File: config.mk
export PLATFORM = sky130hd
export DESIGN_NAME = lock_relock_ctrl_flat
export DESIGN_NICKNAME = d
export VERILOG_FILES = /design/src/rtl/lock_pkg.sv /design/src/rtl/lock_relock_ctrl_if.sv /design/src/rtl/lock_slew_lim.sv /design/src/rtl/lock_relock_ctrl.sv /design/src/flat_wrapper.sv
export SDC_FILE = /design/constraint.sdc
export NUM_CORES = 1
export LEC_CHECK = 0
export ABC_AREA = 0
export CAP_MARGIN = 20
export CORE_ASPECT_RATIO = 1.1
export CORE_MARGIN = 2
export CORE_UTILIZATION = 30
export DETAILED_ROUTE_END_ITERATION = 7
export PLACE_DENSITY_LB_ADDON = 0.15
export SYNTH_ARGS = -nofsm -noshare
export SYNTH_HDL_FRONTEND = slang
export SYNTH_HIERARCHICAL = 1
export SYNTH_SLANG_ARGS = --single-unit
export TNS_END_PERCENT = 20
File: constraint.sdc
create_clock -name clk_i -period 7.1 [get_ports clk_i]
set_clock_uncertainty 0.05 [all_clocks]
set_input_delay 1.065 -clock clk_i [delete_from_list [all_inputs] [get_ports clk_i]]
set_output_delay 1.065 -clock clk_i [all_outputs]
set_load 0.02 [all_outputs]
File: src/rtl/lock_pkg.sv
// rtl/lock_pkg.sv - shared types, defaults and saturating helpers for the lock output stage
package lock_pkg;

  // Default sample width of the lock loop datapath
  localparam int DW_DEF = 14;

  // Output stage operating state; encoding is exposed on state_o
  typedef enum logic [1:0] {
    ST_SCAN  = 2'd0,
    ST_CATCH = 2'd1,
    ST_LOCK  = 2'd2
  } lock_state_e;

  // Clamp a signed value into [lo, hi]
  function automatic int sat_clamp(input int v, input int lo, input int hi);
    if (v < lo) return lo;
    if (v > hi) return hi;
    return v;
  endfunction

  // Clamp a signed value into the symmetric window [-lim, lim]
  function automatic int sat_sym(input int v, input int lim);
    return sat_clamp(v, -lim, lim);
  endfunction

endpackage

File: src/rtl/lock_relock_ctrl_if.sv
// rtl/lock_relock_ctrl_if.sv - handshake between the lock output stage and the upstream PID block
interface lock_relock_ctrl_if
  import lock_pkg::*;
#(
  parameter int DW = DW_DEF
);

  // PID output sample feeding the output stage
  logic signed [DW-1:0] pid_i;
  // Hold request for the PID output while it is not driving the actuator
  logic                 pid_freeze_o;
  // Single-cycle integrator load strobe and the value to load
  logic                 pid_int_rst_o;
  logic signed [DW-1:0] int_rst_val_o;

  // Output stage side
  modport master (
    input  pid_i,
    output pid_freeze_o,
    output pid_int_rst_o,
    output int_rst_val_o
  );

  // PID side
  modport slave (
    output pid_i,
    input  pid_freeze_o,
    input  pid_int_rst_o,
    input  int_rst_val_o
  );

endinterface

File: src/rtl/lock_slew_lim.sv
// rtl/lock_slew_lim.sv - combinational slew limiter stepping a value toward a target
module lock_slew_lim
  import lock_pkg::*;
#(
  parameter int DW = DW_DEF
) (
  input  logic signed [DW-1:0] target,
  input  logic signed [DW-1:0] current,
  input  logic        [DW-1:0] slew,
  output logic signed [DW-1:0] next_val
);

  // One extra bit keeps the difference of two full-scale samples exact
  logic signed [DW:0] delta;
  int                 lim;
  int                 step;

  assign delta = (DW+1)'(target) - (DW+1)'(current);
  assign lim   = int'({1'b0, slew});
  assign step  = sat_sym(int'(delta), lim);

  // A zero slew limit means the target is passed straight through
  always_comb begin
    next_val = target;
    if (slew != '0) begin
      next_val = DW'(int'(current) + step);
    end
  end

endmodule

File: src/rtl/lock_relock_ctrl.sv
// rtl/lock_relock_ctrl.sv - scan ramp, lock capture and PID hand-over for the actuator DAC (option: LOCK_AUTO_RELOCK_EN)
module lock_relock_ctrl
  import lock_pkg::*;
#(
  parameter int DW = DW_DEF,
  parameter int HW = 16
) (
  input  logic                 clk_i,
  input  logic                 rstn_i,
  lock_relock_ctrl_if.master   pid_if,
  input  logic signed [DW-1:0] mon_i,
  input  logic                 lock_req_i,
  input  logic signed [DW-1:0] thr_i,
  input  logic signed [DW-1:0] ramp_lo_i,
  input  logic signed [DW-1:0] ramp_hi_i,
  input  logic        [DW-1:0] ramp_step_i,
  input  logic        [DW-1:0] slew_i,
  input  logic        [HW-1:0] hold_cyc_i,
  output logic signed [DW-1:0] dat_o,
  output logic        [1:0]    state_o,
  output logic                 locked_o
);

  // Ramp accumulator is one bit wider than the samples
  localparam int RW = DW + 1;

`ifdef LOCK_AUTO_RELOCK_EN
  localparam bit AUTO_RELOCK = 1'b1;
`else
  localparam bit AUTO_RELOCK = 1'b0;
`endif

  lock_state_e          state_q, state_d;
  logic signed [RW-1:0] ramp_q, ramp_d;
  logic                 dir_up_q, dir_up_d;
  logic [HW-1:0]        hold_q, hold_d;

  logic                 mon_ok;
  logic                 capture;
  logic                 loss;

  // Wide copies so that ramp + step never overflows before the limit test
  logic signed [RW+1:0] r_w, lo_w, hi_w, up_w, dn_w;

  logic signed [DW-1:0] slew_nx;
  logic signed [DW-1:0] dat_d;
  logic signed [DW-1:0] seed_d;
  logic                 freeze_d;
  logic                 int_rst_d;
  logic                 locked_d;

  assign mon_ok  = (mon_i >= thr_i);
  assign capture = lock_req_i && mon_ok;

  assign r_w  = (RW+2)'(ramp_q);
  assign lo_w = (RW+2)'(ramp_lo_i);
  assign hi_w = (RW+2)'(ramp_hi_i);
  assign up_w = r_w + $signed({3'b000, ramp_step_i});
  assign dn_w = r_w - $signed({3'b000, ramp_step_i});

  lock_slew_lim #(
    .DW(DW)
  ) u_slew (
    .target  (pid_if.pid_i),
    .current (dat_o),
    .slew    (slew_i),
    .next_val(slew_nx)
  );

  // Loss counter: counts consecutive low-monitor cycles and sticks at all-ones
  always_comb begin
    hold_d = hold_q;
    if (mon_ok) begin
      hold_d = '0;
    end else if (hold_q != '1) begin
      hold_d = hold_q + 1'b1;
    end
  end

  // Loss fires on the cycle that brings the count up to the programmed hold
  assign loss = (hold_cyc_i != '0) && !mon_ok && (hold_d >= hold_cyc_i);

  // State register
  always_ff @(posedge clk_i) begin
    if (rstn_i) begin
      state_q <= ST_SCAN;
    end else begin
      state_q <= state_d;
    end
  end

  // Next state: a lock request drop outranks loss, which outranks capture
  always_comb begin
    state_d = state_q;
    case (state_q)
      ST_SCAN: begin
        if (capture) state_d = ST_CATCH;
      end
      ST_CATCH: begin
        state_d = lock_req_i ? ST_LOCK : ST_SCAN;
      end
      ST_LOCK: begin
        if (!lock_req_i) begin
          state_d = ST_SCAN;
        end else if (AUTO_RELOCK && loss) begin
          state_d = ST_SCAN;
        end
      end
      default: state_d = ST_SCAN;
    endcase
  end

  // Next output values, registered below so every output is a flop
  always_comb begin
    dat_d     = dat_o;
    seed_d    = pid_if.int_rst_val_o;
    freeze_d  = (state_d != ST_LOCK);
    int_rst_d = (state_d == ST_CATCH);
    locked_d  = (state_d == ST_LOCK);
    if (state_q == ST_SCAN) begin
      dat_d = DW'(ramp_q);
    end else if (state_q == ST_LOCK && state_d == ST_LOCK) begin
      dat_d = slew_nx;
    end
    if (state_q == ST_SCAN && state_d == ST_CATCH) begin
      seed_d = DW'(ramp_q);
    end
  end

  // Ramp: triangular sweep between the limits, frozen outside SCAN
  always_comb begin
    ramp_d   = ramp_q;
    dir_up_d = dir_up_q;
    if (state_q == ST_LOCK && state_d == ST_SCAN) begin
      ramp_d = RW'(dat_o);
    end else if (state_q == ST_SCAN && state_d == ST_SCAN) begin
      if (lo_w >= hi_w) begin
        ramp_d = RW'(ramp_lo_i);
      end else if (r_w > hi_w) begin
        ramp_d   = RW'(ramp_hi_i);
        dir_up_d = 1'b0;
      end else if (r_w < lo_w) begin
        ramp_d   = RW'(ramp_lo_i);
        dir_up_d = 1'b1;
      end else if (ramp_step_i != '0) begin
        if (dir_up_q) begin
          if (up_w >= hi_w) begin
            ramp_d   = RW'(ramp_hi_i);
            dir_up_d = 1'b0;
          end else begin
            ramp_d = RW'(up_w);
          end
        end else begin
          if (dn_w <= lo_w) begin
            ramp_d   = RW'(ramp_lo_i);
            dir_up_d = 1'b1;
          end else begin
            ramp_d = RW'(dn_w);
          end
        end
      end
    end
  end

  // Ramp accumulator, sweep direction and loss counter
  always_ff @(posedge clk_i) begin
    if (rstn_i) begin
      ramp_q   <= '0;
      dir_up_q <= 1'b1;
      hold_q   <= '0;
    end else begin
      ramp_q   <= ramp_d;
      dir_up_q <= dir_up_d;
      hold_q   <= hold_d;
    end
  end

  // Output registers
  always_ff @(posedge clk_i) begin
    if (rstn_i) begin
      dat_o                <= '0;
      pid_if.pid_freeze_o  <= 1'b1;
      pid_if.pid_int_rst_o <= 1'b0;
      pid_if.int_rst_val_o <= '0;
      locked_o             <= 1'b0;
    end else begin
      dat_o                <= dat_d;
      pid_if.pid_freeze_o  <= freeze_d;
      pid_if.pid_int_rst_o <= int_rst_d;
      pid_if.int_rst_val_o <= seed_d;
      locked_o             <= locked_d;
    end
  end

  assign state_o = state_q;

endmodule

File: src/flat_wrapper.sv
// flat-port wrapper written by rule: the top's interface ports become plain ports
module lock_relock_ctrl_flat import lock_pkg::*;
#(
  parameter int DW = DW_DEF,
  parameter int HW = 16
)
  (clk_i, rstn_i, mon_i, lock_req_i, thr_i, ramp_lo_i, ramp_hi_i, ramp_step_i, slew_i, hold_cyc_i, dat_o, state_o, locked_o, pid_if_pid_i, pid_if_pid_freeze_o, pid_if_pid_int_rst_o, pid_if_int_rst_val_o);
  lock_relock_ctrl_if #(.DW(DW)) pid_if_i ();
  input  logic clk_i;
  input  logic rstn_i;
  input  logic signed [DW-1:0] mon_i;
  input  logic lock_req_i;
  input  logic signed [DW-1:0] thr_i;
  input  logic signed [DW-1:0] ramp_lo_i;
  input  logic signed [DW-1:0] ramp_hi_i;
  input  logic        [DW-1:0] ramp_step_i;
  input  logic        [DW-1:0] slew_i;
  input  logic        [HW-1:0] hold_cyc_i;
  output logic signed [DW-1:0] dat_o;
  output logic        [1:0] state_o;
  output logic locked_o;
  input wire logic [$bits(pid_if_i.pid_i)-1:0] pid_if_pid_i;
  output wire logic [$bits(pid_if_i.pid_freeze_o)-1:0] pid_if_pid_freeze_o;
  output wire logic [$bits(pid_if_i.pid_int_rst_o)-1:0] pid_if_pid_int_rst_o;
  output wire logic [$bits(pid_if_i.int_rst_val_o)-1:0] pid_if_int_rst_val_o;
  assign pid_if_i.pid_i = pid_if_pid_i;
  assign pid_if_pid_freeze_o = pid_if_i.pid_freeze_o;
  assign pid_if_pid_int_rst_o = pid_if_i.pid_int_rst_o;
  assign pid_if_int_rst_val_o = pid_if_i.int_rst_val_o;
  lock_relock_ctrl #(.DW(DW), .HW(HW)) u_core (.clk_i(clk_i), .rstn_i(rstn_i), .pid_if(pid_if_i), .mon_i(mon_i), .lock_req_i(lock_req_i), .thr_i(thr_i), .ramp_lo_i(ramp_lo_i), .ramp_hi_i(ramp_hi_i), .ramp_step_i(ramp_step_i), .slew_i(slew_i), .hold_cyc_i(hold_cyc_i), .dat_o(dat_o), .state_o(state_o), .locked_o(locked_o));
endmodule
==> impl_metrics.csv <==
group,metric,value,unit
cts,clock_latency,300,ps
cts,htree_levels,2,
global_route,busiest_layer,"met2",
global_route,grt_pass1_wl,49760,µm
global_route,grt_start_max_net_pins,51,
power_and_ir_drop,pwr-share-seq,13.7,%
cells_and_area,nets,1761,
cts,ctsLongestPathBuffers,2,
logic_synthesis,ys_seq_elements,49,
cts,cts-root-buf,"clkbuf_16",
worst_setup_path,crit_fanout,6,
cells_and_area,multiInputGateArea,0.007642,mm²
floorplan,coreArea,0.02932,mm²
power_and_ir_drop,switching_share,47.29,%
worst_setup_path,crit_start,"pid_if_pid_i[0]",
sta,max_freq,138.2,MHz
worst_hold_path,hold_start,"u_core/pid_if.int_rst_val_o[11]$_SDFFE_PP0P_",
power_and_ir_drop,p_int,1.500,mW
worst_setup_path,cpMostUsedCell,"buf_4",
logic_synthesis,yosys-top-cells-count,"ha_1, inv_1, nor2_1",
placed_design,place_congestion,0.8832,
placed_design,port_buffers,133,
cts,tritoncts,"done",
sta,relSlewSlack,38.99,%
power_and_ir_drop,clkPwrFrac,8.9,%
logic_synthesis,synth_top_area_share,25.08,%
cts,numCtsBuffers,5,
logic_synthesis,synth.most_common_cell,"ha_1",
drt,drc,0,
cells_and_area,fin_area,0.01237,mm²
logic_synthesis,yosys_most_used_dff,"dfxtp_1",
power_and_ir_drop,p_per_area,230.1,mW/mm²
sta,tns,-133.5,ps
sta,hold_slack,449.3,ps
worst_setup_path,crit_required,7210,ps
sta,finalSetupViolations,1,
cells_and_area,drive_gt1_share,18.46,%
global_route,grt_use_total,20.08,%
logic_synthesis,async_flop_share,0,%
drt,dr.pass1.iters,5,
global_route,grt.overflow.total,0,
cts,clkTransAtPathRegs,70,ps
worst_setup_path,slowest_stage,"o41ai_2",
cells_and_area,n_fill_cell,3011,
logic_synthesis,syn_nets,1490,
worst_setup_path,max_stage_delay,400,ps
power_and_ir_drop,p_sw,1.346,mW
logic_synthesis,synthDistinctLibCells,88,
logic_synthesis,avgSynthCellArea,7.456,µm²
floorplan,die_w,168.0,µm
power_and_ir_drop,peakVddDrop,0.1095,mV
sta,worst_slew_pin_slew,913.9,ps
logic_synthesis,synthTopCellsByArea,"ha_1, dfxtp_1, a21oi_1, inv_1, nor2_1",
worst_setup_path,crit_buf_inv,7,
cells_and_area,area_delta_synth_final,39.28,%
status,outcome,"finished with violations",
sta,rsz0062_at_grt,"yes",
floorplan,fp-row-count,66,
sta,period_needed,7233,ps
worst_setup_path,critPathCaptureType,"flop",
cts,cts.sinks,49,
worst_hold_path,hold_path.class,"reg -> reg",
worst_setup_path,reg2reg_from,"u_core/dat_o[1]$_SDFFE_PP0P_",
drt,routed_wire_length_per_instance,17.25,µm
worst_setup_path,crit_family,"compound AO/OA/AOI/OAI gates",
sta,hold_viol_final,0,
drt,drt-vias-per-instance,5.206,
flow_run,maxCapViolCount,0,
drt,vias,9563,
logic_synthesis,postSynthCellCount,1191,
power_and_ir_drop,p_leak,5.622,nW
placed_design,dp_hpwl,26590,µm
global_route,grtUsageMet3,0.9663,%
sta,finalCritPeriodShare,101.9,%
sta,slew_violations,0,
drt,wl,31690,µm
worst_setup_path,critical_path_class,"in -> reg",
global_route,antenna_found_initial,0,
logic_synthesis,synth_top_area_cell,"ha_1",
logic_synthesis,yosys_warnings,6,
floorplan,dieArea,0.03099,mm²
drt,drtIter0Drc,429,
floorplan,die_y,184.4,µm
logic_synthesis,netlist_area,0.008880,mm²
cts,postCtsHoldBufs,0,
status,violations,"negative setup slack",
worst_setup_path,crit_arrival,7340,ps
floorplan,pin_count,150,
global_route,grt_use_met1,24.48,%
worst_setup_path,critPathLaunchType,"input pin",
global_route,grt_pass1_vias,9662,
global_route,met2_usage,38.58,%
drt,postRouteAntennaNets,0,
placed_design,placed_cell_area,0.01172,mm²
power_and_ir_drop,p_comb_share,77.4,%
cells_and_area,diodes,0,
sta,fin_ws,-133.5,ps
logic_synthesis,synth_edf_count,0,
logic_synthesis,seq_area_frac_synth,11.05,%
floorplan,start_util,30.29,%
cells_and_area,seq_area,980.9,µm²
-- stage by stage --
stage | power (mW) | setup WS [ps] | std cells | util [%]
2_1_floorplan | 1.688 | 14.23 | 1191 | -
3_3_place_gp | 2.410 | -972.0 | 1812 | 39.95
3_5_place_dp | 2.424 | -1106 | 1813 | 39.97
4_1_cts | 2.782 | -278.7 | 1829 | 41.42
5_1_grt | 3.101 | -537.1 | 1837 | 42.19
6_report | 2.846 | -133.5 | 1837 | 42.19
-- placed cells by master (no fill, tap or decap), types with 9 or more instances in the layout --
cell type	n
buf_4	171
ha_1	166
clkdlybuf4s50_1	128
inv_1	124
nor2_1	117
a21oi_1	81
nand2_1	58
dfxtp_1	49
xnor2_1	35
nand3_1	32
a211oi_1	32
o21ai_0	27
nor3_1	26
nand4_1	24
a21o_1	21
nor2b_1	20
o22ai_1	20
mux2i_1	20
nand2b_1	16
a31oi_1	16
xor2_1	15
a21oi_2	15
o21a_1	14
or3_1	14
o21bai_1	9
-- repair_timing --
item                       CTS  global route
buffers inserted             8             9
setup endpoints to repair    6             6
resized for setup           45            30
pin swaps                   43            38
-- flip-flops by register name, indices dropped and copies added (netlist names) --
register and flops:
u_core/pid_if.pid_freeze_o 1, u_core/locked_o 1, u_core/ramp_q 15, u_core/pid_if.int_rst_val_o 14, u_core/dat_o 14, u_core/state_o 2, u_core/dir_up_q 1, u_core/pid_if.pid_int_rst_o 1
-- metal layers --
metal / vias up / share of wire, %
li1: 4902 / -
met1: 4458 / 45
met2: 171 / 51
met3: 32 / 2.7
met4: 0 / 1.8
met5: - / 0
-- logic make-up (layout without fill, tap and decap cells) --
family | count (synthesis) | after routing | share of synthesized area [%]
compound gates | 346 | 346 | 27.15
xor+xnor | 53 | 53 | 5.228
fa+ha+maj | 183 | 183 | 26.10
buf+inv | 170 | 442 | 7.482
flops | 49 | 49 | 11.05
mux | 20 | 20 | 2.254
simple gates | 370 | 370 | 20.74
-- layout make-up --
| cell class | count | share of cell area, % |
|---|---|---|
| clock inverters | 2 | 0.1113 |
| clock buffers | 6 | 1.123 |
| multi-input cells | 972 | 61.79 |
| repair buffers | 306 | 21.34 |
| well taps | 374 | 3.784 |
| flip-flops and latches | 49 | 7.931 |
| inverters | 128 | 3.925 |
-- worst min-delay path, stage by stage, from the launching register on --
cell	delay [ps]
dfxtp_1	330
mux2i_1	70
nor2_1	70
-- path summary, 6_finish.rpt --
path                                                        to  slack, ps  cells after the start
hold reg to reg   u_core/pid_if.int_rst_val_o[11]$_SDFFE_PP0P_        450                      2
setup / recovery                 u_core/dat_o[13]$_SDFFE_PP0P_       -130                     38
hold / removal    u_core/pid_if.int_rst_val_o[11]$_SDFFE_PP0P_        450                      2
setup reg to reg                 u_core/dat_o[13]$_SDFFE_PP0P_        510                     36
-- power by group through the flow --
stage	sequential (mW)	combinational (mW)	clock, mW
finish	0.390	2.20	0.254
global route	0.398	2.43	0.272
CTS	0.390	2.13	0.263
detailed placement	0.396	2.03	0
global placement	0.396	2.01	0
floorplan	0.386	1.30	0
(Power assumes the default switching activity.)
